===== src/rtl/sci_sequencer.sv =====
// Multi-cycle fetch/decode/execute sequencer for the SCI datapath.
// Drives a small register file through registered addr/rw/wdata and runs an 8-bit ALU op set.
module sci_sequencer #(
  parameter int DATA_WIDTH    = 8,
  parameter int RF_ADDR_WIDTH = 5,
  parameter int PC_WIDTH      = 8
) (
  input  logic                     clk,
  input  logic                     rst,
  input  logic                     run,
  input  logic [15:0]              instr,
  output logic [PC_WIDTH-1:0]      pc,
  input  logic [DATA_WIDTH-1:0]    rf_out,
  output logic [RF_ADDR_WIDTH-1:0] rf_addr,
  output logic                     rf_rw,
  output logic [DATA_WIDTH-1:0]    rf_wdata,
  output logic                     zero,
  output logic                     carry,
  output logic                     halted
);

  typedef enum logic [2:0] {
    S_FETCH,
    S_DECODE,
    S_RD_A,
    S_RD_B,
    S_EXEC,
    S_WB,
    S_HALT
  } state_t;

  localparam logic [3:0] OP_LDI  = 4'h1;
  localparam logic [3:0] OP_ADD  = 4'h2;
  localparam logic [3:0] OP_SUB  = 4'h3;
  localparam logic [3:0] OP_AND  = 4'h4;
  localparam logic [3:0] OP_OR   = 4'h5;
  localparam logic [3:0] OP_MOV  = 4'h6;
  localparam logic [3:0] OP_JZ   = 4'h7;
  localparam logic [3:0] OP_JMP  = 4'h8;
  localparam logic [3:0] OP_HALT = 4'hF;

  state_t                   state_q,    state_d;
  logic [PC_WIDTH-1:0]      pc_q,       pc_d;
  logic [15:0]              ir_q,       ir_d;
  logic [DATA_WIDTH-1:0]    opa_q,      opa_d;
  logic [DATA_WIDTH-1:0]    opb_q,      opb_d;
  logic                     zero_q,     zero_d;
  logic                     carry_q,    carry_d;
  logic                     halted_q,   halted_d;
  logic                     rf_rw_q,    rf_rw_d;
  logic [RF_ADDR_WIDTH-1:0] rf_addr_q,  rf_addr_d;
  logic [DATA_WIDTH-1:0]    rf_wdata_q, rf_wdata_d;

  logic [3:0]            op;
  logic [1:0]            rd;
  logic [1:0]            rs;
  logic [7:0]            imm;
  logic [DATA_WIDTH:0]   alu_res;

  // Register selectors are 2 bits wide; the upper address bits stay zero.
  function automatic logic [RF_ADDR_WIDTH-1:0] sel_addr(input logic [1:0] sel);
    return RF_ADDR_WIDTH'(sel);
  endfunction

  // Returns {carry, result}; for SUB the extra bit of the widened difference is the borrow.
  function automatic logic [DATA_WIDTH:0] alu(input logic [3:0]            f,
                                              input logic [DATA_WIDTH-1:0] a,
                                              input logic [DATA_WIDTH-1:0] b);
    logic [DATA_WIDTH:0] r;
    case (f)
      OP_ADD:  r = {1'b0, a} + {1'b0, b};
      OP_SUB:  r = {1'b0, a} - {1'b0, b};
      OP_AND:  r = {1'b0, a & b};
      default: r = {1'b0, a | b};
    endcase
    return r;
  endfunction

  assign op      = ir_q[15:12];
  assign rd      = ir_q[11:10];
  assign rs      = ir_q[9:8];
  assign imm     = ir_q[7:0];
  assign alu_res = alu(op, opa_q, opb_q);

  always_comb begin
    state_d    = state_q;
    pc_d       = pc_q;
    ir_d       = ir_q;
    opa_d      = opa_q;
    opb_d      = opb_q;
    zero_d     = zero_q;
    carry_d    = carry_q;
    halted_d   = halted_q;
    rf_rw_d    = 1'b0;
    rf_addr_d  = rf_addr_q;
    rf_wdata_d = rf_wdata_q;

    case (state_q)
      S_FETCH: begin
        if (run) begin
          ir_d    = instr;
          pc_d    = pc_q + PC_WIDTH'(1);
          state_d = S_DECODE;
        end
      end
      S_DECODE: begin
        case (op)
          OP_JMP: begin
            pc_d    = PC_WIDTH'(imm);
            state_d = S_FETCH;
          end
          OP_HALT: begin
            halted_d = 1'b1;
            state_d  = S_HALT;
          end
          OP_LDI: begin
            rf_wdata_d = DATA_WIDTH'(imm);
            rf_addr_d  = sel_addr(rd);
            rf_rw_d    = 1'b1;
            state_d    = S_WB;
          end
          OP_ADD, OP_SUB, OP_AND, OP_OR, OP_MOV, OP_JZ: begin
            rf_addr_d = sel_addr(rs);
            state_d   = S_RD_A;
          end
          default: state_d = S_FETCH;
        endcase
      end
      S_RD_A: begin
        opb_d = rf_out;
        if (op == OP_MOV) begin
          rf_addr_d  = sel_addr(rd);
          rf_wdata_d = rf_out;
          rf_rw_d    = 1'b1;
          state_d    = S_WB;
        end else if (op == OP_JZ) begin
          state_d = S_EXEC;
        end else begin
          rf_addr_d = sel_addr(rd);
          state_d   = S_RD_B;
        end
      end
      S_RD_B: begin
        opa_d   = rf_out;
        state_d = S_EXEC;
      end
      S_EXEC: begin
        if (op == OP_JZ) begin
          if (opb_q == '0) pc_d = PC_WIDTH'(imm);
          state_d = S_FETCH;
        end else begin
          rf_wdata_d = alu_res[DATA_WIDTH-1:0];
          rf_addr_d  = sel_addr(rd);
          zero_d     = (alu_res[DATA_WIDTH-1:0] == '0);
          carry_d    = alu_res[DATA_WIDTH];
          rf_rw_d    = 1'b1;
          state_d    = S_WB;
        end
      end
      S_WB:    state_d = S_FETCH;
      S_HALT: begin
        halted_d = 1'b1;
        state_d  = S_HALT;
      end
      default: state_d = S_FETCH;
    endcase
  end

  // Async reset also drops rf_rw at once, so an interrupted write never lands.
  always_ff @(posedge clk or posedge rst) begin
    if (rst) begin
      state_q    <= S_FETCH;
      pc_q       <= '0;
      ir_q       <= '0;
      opa_q      <= '0;
      opb_q      <= '0;
      zero_q     <= 1'b0;
      carry_q    <= 1'b0;
      halted_q   <= 1'b0;
      rf_rw_q    <= 1'b0;
      rf_addr_q  <= '0;
      rf_wdata_q <= '0;
    end else begin
      state_q    <= state_d;
      pc_q       <= pc_d;
      ir_q       <= ir_d;
      opa_q      <= opa_d;
      opb_q      <= opb_d;
      zero_q     <= zero_d;
      carry_q    <= carry_d;
      halted_q   <= halted_d;
      rf_rw_q    <= rf_rw_d;
      rf_addr_q  <= rf_addr_d;
      rf_wdata_q <= rf_wdata_d;
    end
  end

  assign pc       = pc_q;
  assign rf_addr  = rf_addr_q;
  assign rf_rw    = rf_rw_q;
  assign rf_wdata = rf_wdata_q;
  assign zero     = zero_q;
  assign carry    = carry_q;
  assign halted   = halted_q;

endmodule


===== config.mk =====
export PLATFORM = sky130hd
export DESIGN_NAME = sci_sequencer
export DESIGN_NICKNAME = d
export VERILOG_FILES = /design/src/rtl/sci_sequencer.sv
export SDC_FILE = /design/constraint.sdc
export NUM_CORES = 1
export LEC_CHECK = 0
export CAP_MARGIN = 5
export CORE_MARGIN = 4
export CORE_UTILIZATION = 55
export CTS_CLUSTER_SIZE = 16
export DETAILED_ROUTE_END_ITERATION = 10
export GPL_TIMING_DRIVEN = 0
export PLACE_DENSITY = 0.81
export SLEW_MARGIN = 10
export SYNTH_ARGS = -nofsm -noshare
export SYNTH_HDL_FRONTEND = slang
export SYNTH_SLANG_ARGS = --single-unit
export TNS_END_PERCENT = 20

===== constraint.sdc =====
create_clock -name clk -period 4.3 [get_ports clk]
set_input_delay 0.86 -clock clk [delete_from_list [all_inputs] [get_ports clk]]
set_output_delay 0.86 -clock clk [all_outputs]
set_load 0.01 [all_outputs]

==> results.yml, run 1 <==
logic_synthesis:
  synthDistinctLibCells: 59
  synth_top_area_share_pct: 41.6
  synth_edf_count: 0
  syn-num-nets: 415
  syn_area_sq_um: 3610
  synth_seq_cells: 60
  yosysTopAreaCell: "dfrtp_1"
  ys_seq_area_share_pct: 41.6
  ys.warnings.count: 0
  ys.flop_type: "dfrtp_1"
  syn_inst: 375
  synthArstFlopShare_pct: 100
  synth_area_per_cell_sq_um: 9.62
  synthTopCellsByArea: "dfrtp_1, mux2_2, ha_1"
timing:
  finalHoldViolCount: 0
  finalCriticalPeriod_ps: 3840
  max_freq_mhz: 261
  setup_viol: 0
  slew_violations: 0
  whs_ps: 475
  rsz0062_at_grt: "false"
  slew_headroom_pct: 23.0
  tns_ps: 0
  tightest_slew_ps: 1150
  fin_crit_sh_pct: 89.3
  clock_skew_ps: 9.38
setup_path:
  crit_type: "reg2reg"
  critPathMaxFanout: 10
  crit_chain: "clkbuf_1 -> and3_1 -> clkbuf_1 -> mux2i_1 -> fa_1 -> xnor2_1 -> nor2_1 -> a221o_1 -> or4_1 -> or4b_1 -> o31ai_2"
  max_stage_delay_ps: 550
  crit_path_end_kind: "flop"
  critPathTopFamily: "simple AND/OR/NAND/NOR gates"
  crit_buf_inv: 2
  critPathRequiredTime_ps: 4540
  arrival_ps: 4080
  path_common_cell: "clkbuf_1"
  cp_slowest_cell: "or4b_1"
  rrSetupSlack_ps: 460
  critPathLaunchType: "flop"
global_routing:
  grt_pass1_wl_microns: 15300
  grt_antenna_before_repair: 0
  grt_use_total_pct: 25.3
  grt.overflow.total: 0
  grt_pass1_vias: 3112
  grt_max_degree: 38
routing:
  via_per_inst: 6.19
  drtIter0Drc: 282
  first_pass_iters: 8
  finalWirelength_microns: 9530
  vias: 3226
  wl_per_cell_microns: 18.3
  ant_nets: 0
  drc_errors: 0
finish:
  num_antenna_cells: 0
  layout-area-overhead-vs-synth_pct: 24.9
  final_nets: 479
  drive_gt1_share_pct: 14.2
cts:
  clock_latency_ps: 330
  clock_sinks: 60
  clockBufferDepth: 2
  hold_buffers: 0
  path_clk_slew_ps: 80
  cts_made_buffers: 9
  htree_levels: 3
  root_buffer: "clkbuf_8"
  tritoncts: "yes"
  post-cts-setup-buffers: 0
  cts.repair.resized: 0
pwr:
  power_density_nw_per_um2: 913
  p_leak_nw: 1.85
  ir_drop_mv: 0.549
floorplan:
  initial_utilization_pct: 56.8
  die_w_microns: 89.0
  boundaryPins: 52
  core_sq_um: 6350
  die-height_microns: 89.0
  dieArea_sq_um: 7920
  num_rows: 29
hold_path:
  holdCritPathClass: "reg2reg"
flow_run:
  maxCapViolations: 0
outcome:
  status: "finished, final reports clean"
placed_design:
  place.gp.congestion: 0.886
  dp_hpwl_microns: 7040
  io_buffers: 51
==> cells in the final DEF, fill, tap and decap left out, types with 8 or more instances in the layout <==
cell	n
clkdlybuf4s50_1	51
nor2b_1	8
a21oi_1	24
ha_1	12
dfrtp_1	60
clkbuf_1	16
mux2_2	35
nand2_1	29
inv_1	11
clkbuf_8	10
nor2_1	28
o21ai_0	30
==> worst reg2reg max path, delay by kind of cell, from the launching register on <==
kind | cells | cell delay (ps)
AOI/OAI and AO/OA | 2 | 510
xor gates and xnor gates | 1 | 170
and+or+nand+nor | 4 | 1320
adders and majority gates | 1 | 470
muxes | 1 | 200
DFF | 1 | 420
buffers and inverters | 2 | 640
==> metal layers <==
layer	vias to the layer above	part of all wire [%]	global-route usage [%]
met5	-	0	0
met2	149	46	38.3
met4	0	1.6	7.58
met3	14	6.9	5.53
met1	1547	45	36.6
li1	1516	-	-
==> cell type report <==
| type | count | area (sq um) |
|---|---|---|
| plain buffers | 18 | 76.3 |
| clock buffers | 10 | 138 |
| clock inverters | 6 | 111 |
| fillers | 471 | 1850 |
| inverters | 12 | 45.0 |
| multi-input cells | 285 | 1990 |
| flip-flops and latches | 60 | 1500 |
| well taps | 77 | 96.3 |
| repair buffers | 53 | 546 |
==> worst paths after layout <==
path,cells past startpoint,startpoint,endpoint
min in group asynchronous,2,rst,rf_wdata[0]
max in group asynchronous,3,rst,ir_q[6]
max,11,ir_q[13],zero
min,2,carry,carry
min reg2reg,2,carry,carry
max reg2reg,11,ir_q[13],zero
==> cells in the mapped netlist (3+ instances only) <==
library cell,count
a21oi_1,24
mux2i_1,4
a22oi_1,6
a21o_1,3
o31ai_1,7
nand3_1,7
and2_1,5
o22ai_1,5
xnor2_1,7
or3_1,3
o21a_1,3
a222oi_1,3
dfrtp_1,60
mux2_2,35
inv_1,12
ha_1,12
a22o_1,4
nor2_1,28
and3_1,4
a31oi_1,7
nand2_1,29
o21ai_0,30
clkbuf_1,16
nor2b_1,8
nor3_1,7
nand2b_1,5
==> logic make-up after synthesis <==
logic type | after synthesis | synth area share [%]
xor+xnor | 8 | 1.94
flops | 60 | 41.6
compound gates | 111 | 20.0
buf+inv | 30 | 3.36
mux | 40 | 12.5
simple gates | 113 | 15.9
fa+ha+maj | 13 | 4.72
==> metrics by stage <==
step	utilization (%)	cell area, sq um	instances	power (W)	worst slack, ps
after floorplan	-	3610	375	0.00272	954
after global placement	66.4	4210	503	0.00335	457
after detailed placement	67.0	4260	505	0.00343	519
after CTS	70.9	4500	521	0.00409	474
after global routing	70.9	4500	521	0.00445	173
final	70.9	4500	521	0.00411	462
==> sequential cells by signal (all words and copies together) (netlist names) <==
signal and flops:
carry 1, halted 1, ir_q 16, opa_q 8
opb_q 8, pc 8, rf_addr 5, rf_rw 1
rf_wdata 8, state_q 3, zero 1
==> where the power goes <==
part / switching (W) / total (W) / internal, W
clock: 0.000231 / 0.000632 / 0.000401
sequential: 0.000272 / 0.00110 / 0.000833
combinational: 0.00128 / 0.00238 / 0.00110
No activity file was read; power rests on OpenSTA's default activity.
==> inputs of run 2 (changes only) <==
--- a/config.mk
+++ b/config.mk
@@ -6,11 +6,14 @@
 export NUM_CORES = 1
 export LEC_CHECK = 0
 export CAP_MARGIN = 5
+export CORE_ASPECT_RATIO = 1.75
 export CORE_MARGIN = 4
 export CORE_UTILIZATION = 55
 export CTS_CLUSTER_SIZE = 16
 export DETAILED_ROUTE_END_ITERATION = 10
+export GPL_ROUTABILITY_DRIVEN = 0
 export GPL_TIMING_DRIVEN = 0
+export HOLD_SLACK_MARGIN = 0.1
 export PLACE_DENSITY = 0.81
 export SLEW_MARGIN = 10
 export SYNTH_ARGS = -nofsm -noshare
==> run 2 against run 1 <==
Non-clock buffer count fell by 1. Die area rose by 0.64%. Clock power fell by 11%. Highest routed layer unchanged. Total power fell by 2.5%. Largest power group unchanged. Combinational power barely moved. Worst setup slack got worse by 84 ps. Fmax fell by 2.1%.
==> results.yml, run 2 (synthesis results as in run 1) <==
outcome:
  status: "finished, final reports clean"
floorplan:
  boundaryPins: 52
  num_rows: 38
  initial_utilization_pct: 57.5
  die-height_microns: 115
  dieArea_sq_um: 7970
  core_sq_um: 6280
  die_w_microns: 69.2
finish:
  final_nets: 478
  layout-area-overhead-vs-synth_pct: 23.7
  fin_util_pct: 71.1
  largest_reg_flops: 16
  drive_gt1_share_pct: 13.5
  fillers: 486
  top_register: "ir_q"
  final_common_cell: "dfrtp_1"
  final_cell_mix: "dfrtp_1, clkdlybuf4s50_1, mux2_2, o21ai_0, nand2_1"
  num_antenna_cells: 0
cts:
  tritoncts: "yes"
  clockBufferDepth: 2
  path_clk_slew_ps: 70
  clock_latency_ps: 350
  post-cts-setup-buffers: 0
  hold_buffers: 0
  htree_levels: 3
  root_buffer: "clkbuf_8"
  clock_sinks: 60
  cts_made_buffers: 9
  cts.repair.resized: 0
setup_path:
  crit_start: "ir_q[13]"
  timing.rr.start: "ir_q[13]"
  max_stage_delay_ps: 570
  crit_type: "reg2reg"
  critPathRequiredTime_ps: 4550
  crit_path_end_kind: "flop"
  critPathLaunchType: "flop"
  path_common_cell: "clkbuf_1"
  critPathTopFamily: "simple AND/OR/NAND/NOR gates"
  critPathMaxFanout: 10
  rrSetupSlack_ps: 380
  crit_chain: "clkbuf_1 -> and3_1 -> clkbuf_1 -> mux2i_1 -> fa_1 -> xnor2_1 -> nor2_1 -> a221o_1 -> or4_1 -> or4b_1 -> o31ai_2"
  rr_endpoint: "zero"
  reg2reg_depth: 11
  arrival_ps: 4170
  crit_buf_inv: 2
  cp_slowest_cell: "or4b_1"
global_routing:
  grt_use_total_pct: 24.9
  grt.overflow.total: 0
  grt_pass1_wl_microns: 15600
  grt_antenna_before_repair: 0
  grt_pass1_vias: 3269
  grt_max_degree: 32
timing:
  slew_headroom_pct: 22.3
  rsz0062_at_grt: "false"
  finalHoldViolCount: 0
  max_freq_mhz: 255
  finalCriticalPeriod_ps: 3920
  setup_viol: 0
  slew_violations: 0
  clock_skew_ps: 9.19
  fin_crit_sh_pct: 91.2
  tightest_slew_ps: 1160
  tns_ps: 0
routing:
  finalWirelength_microns: 9350
  wl_per_cell_microns: 17.9
  first_pass_iters: 5
  ant_nets: 0
  vias: 3198
  via_per_inst: 6.11
  drtIter0Drc: 237
  drc_errors: 0
hold_path:
  min_path_cells: 2
  holdPathEnd: "carry"
  holdCritPathClass: "reg2reg"
  worstHoldStart: "carry"
pwr:
  switchingPower_w: 0.00174
  p_int_w: 0.00227
  ir_drop_mv: 0.531
  power_density_nw_per_um2: 899
  p_sw_share_pct: 43.4
  power_frac_clock_pct: 14.0
  p_leak_nw: 1.83
  pwr-share-comb_pct: 58.8
  total_power_w: 0.00401
  seqPwrFrac_pct: 27.2
placed_design:
  dp_hpwl_microns: 7110
  io_buffers: 51
flow_run:
  maxCapViolations: 0
-- run 2: cell types whose count changed in the layout (fill, tap and decap cells not counted) --
cell       previous run  this run
buf_4                 1         0
bufinv_16             3         2
buf_12                0         1
buf_16                1         0
clkinv_4              1         0
clkbuf_1             16        18
-- run 2: how the worst max path moves through the flow --
stage	end	slack [ps]	cells after the start
after CTS	zero	420	11
after global placement	zero	510	11
final	zero	380	11
after floorplan	zero	950	11
after detailed placement	zero	450	11
after global routing	zero	190	11
-- run 2: cell type report --
type	count	area, sq um	area share, %
Timing Repair Buffer	52	531	11.9
Tap cell	80	100	2.24
Clock inverter	4	72.6	1.63
Inverter	12	45.0	1.01
Buffer	18	76.3	1.71
Clock buffer	12	145	3.25
Multi-Input combinational cell	285	1990	44.6
Sequential cell	60	1500	33.7
-- run 2: worst register-to-register path, stage by stage, from the launching register on --
cell	delay, ps
dfrtp_1	430
clkbuf_1	360
and3_1	230
clkbuf_1	320
mux2i_1	200
fa_1	470
xnor2_1	180
nor2_1	60
a221o_1	290
or4_1	490
or4b_1	570
o31ai_2	230
-- run 2: per-layer routing --
metal | vias up | part of all wire [%] | GRT usage, % | wire (microns)
li1 | 1514 | - | - | -
met3 | 27 | 4.3 | 4.81 | 402
met2 | 112 | 55 | 45.7 | 5120
met1 | 1545 | 37 | 26.9 | 3460
met4 | 0 | 3.8 | 12.9 | 357
met5 | - | 0 | 0 | 0
-- run 2: metrics by stage --
| stage | cell area [sq um] | setup WS [ps] | hold slack [ps] | std cells |
|---|---|---|---|---|
| global route | 4460 | 193 | 512 | 523 |
| CTS | 4460 | 422 | 498 | 523 |
| finish | 4460 | 378 | 489 | 523 |
| floorplan | 3610 | 954 | 481 | 375 |
| detailed placement | 4240 | 449 | 471 | 507 |
| global placement | 4220 | 506 | 469 | 506 |
-- run 2: power groups by stage --
stage	Sequential, W	Combinational [W]	Clock [W]
final	0.00109	0.00236	0.000560
after global routing	0.00113	0.00262	0.000592
after CTS	0.00108	0.00235	0.000567
after detailed placement	0.00109	0.00233	0
after global placement	0.00108	0.00225	0
after floorplan	0.00106	0.00166	0
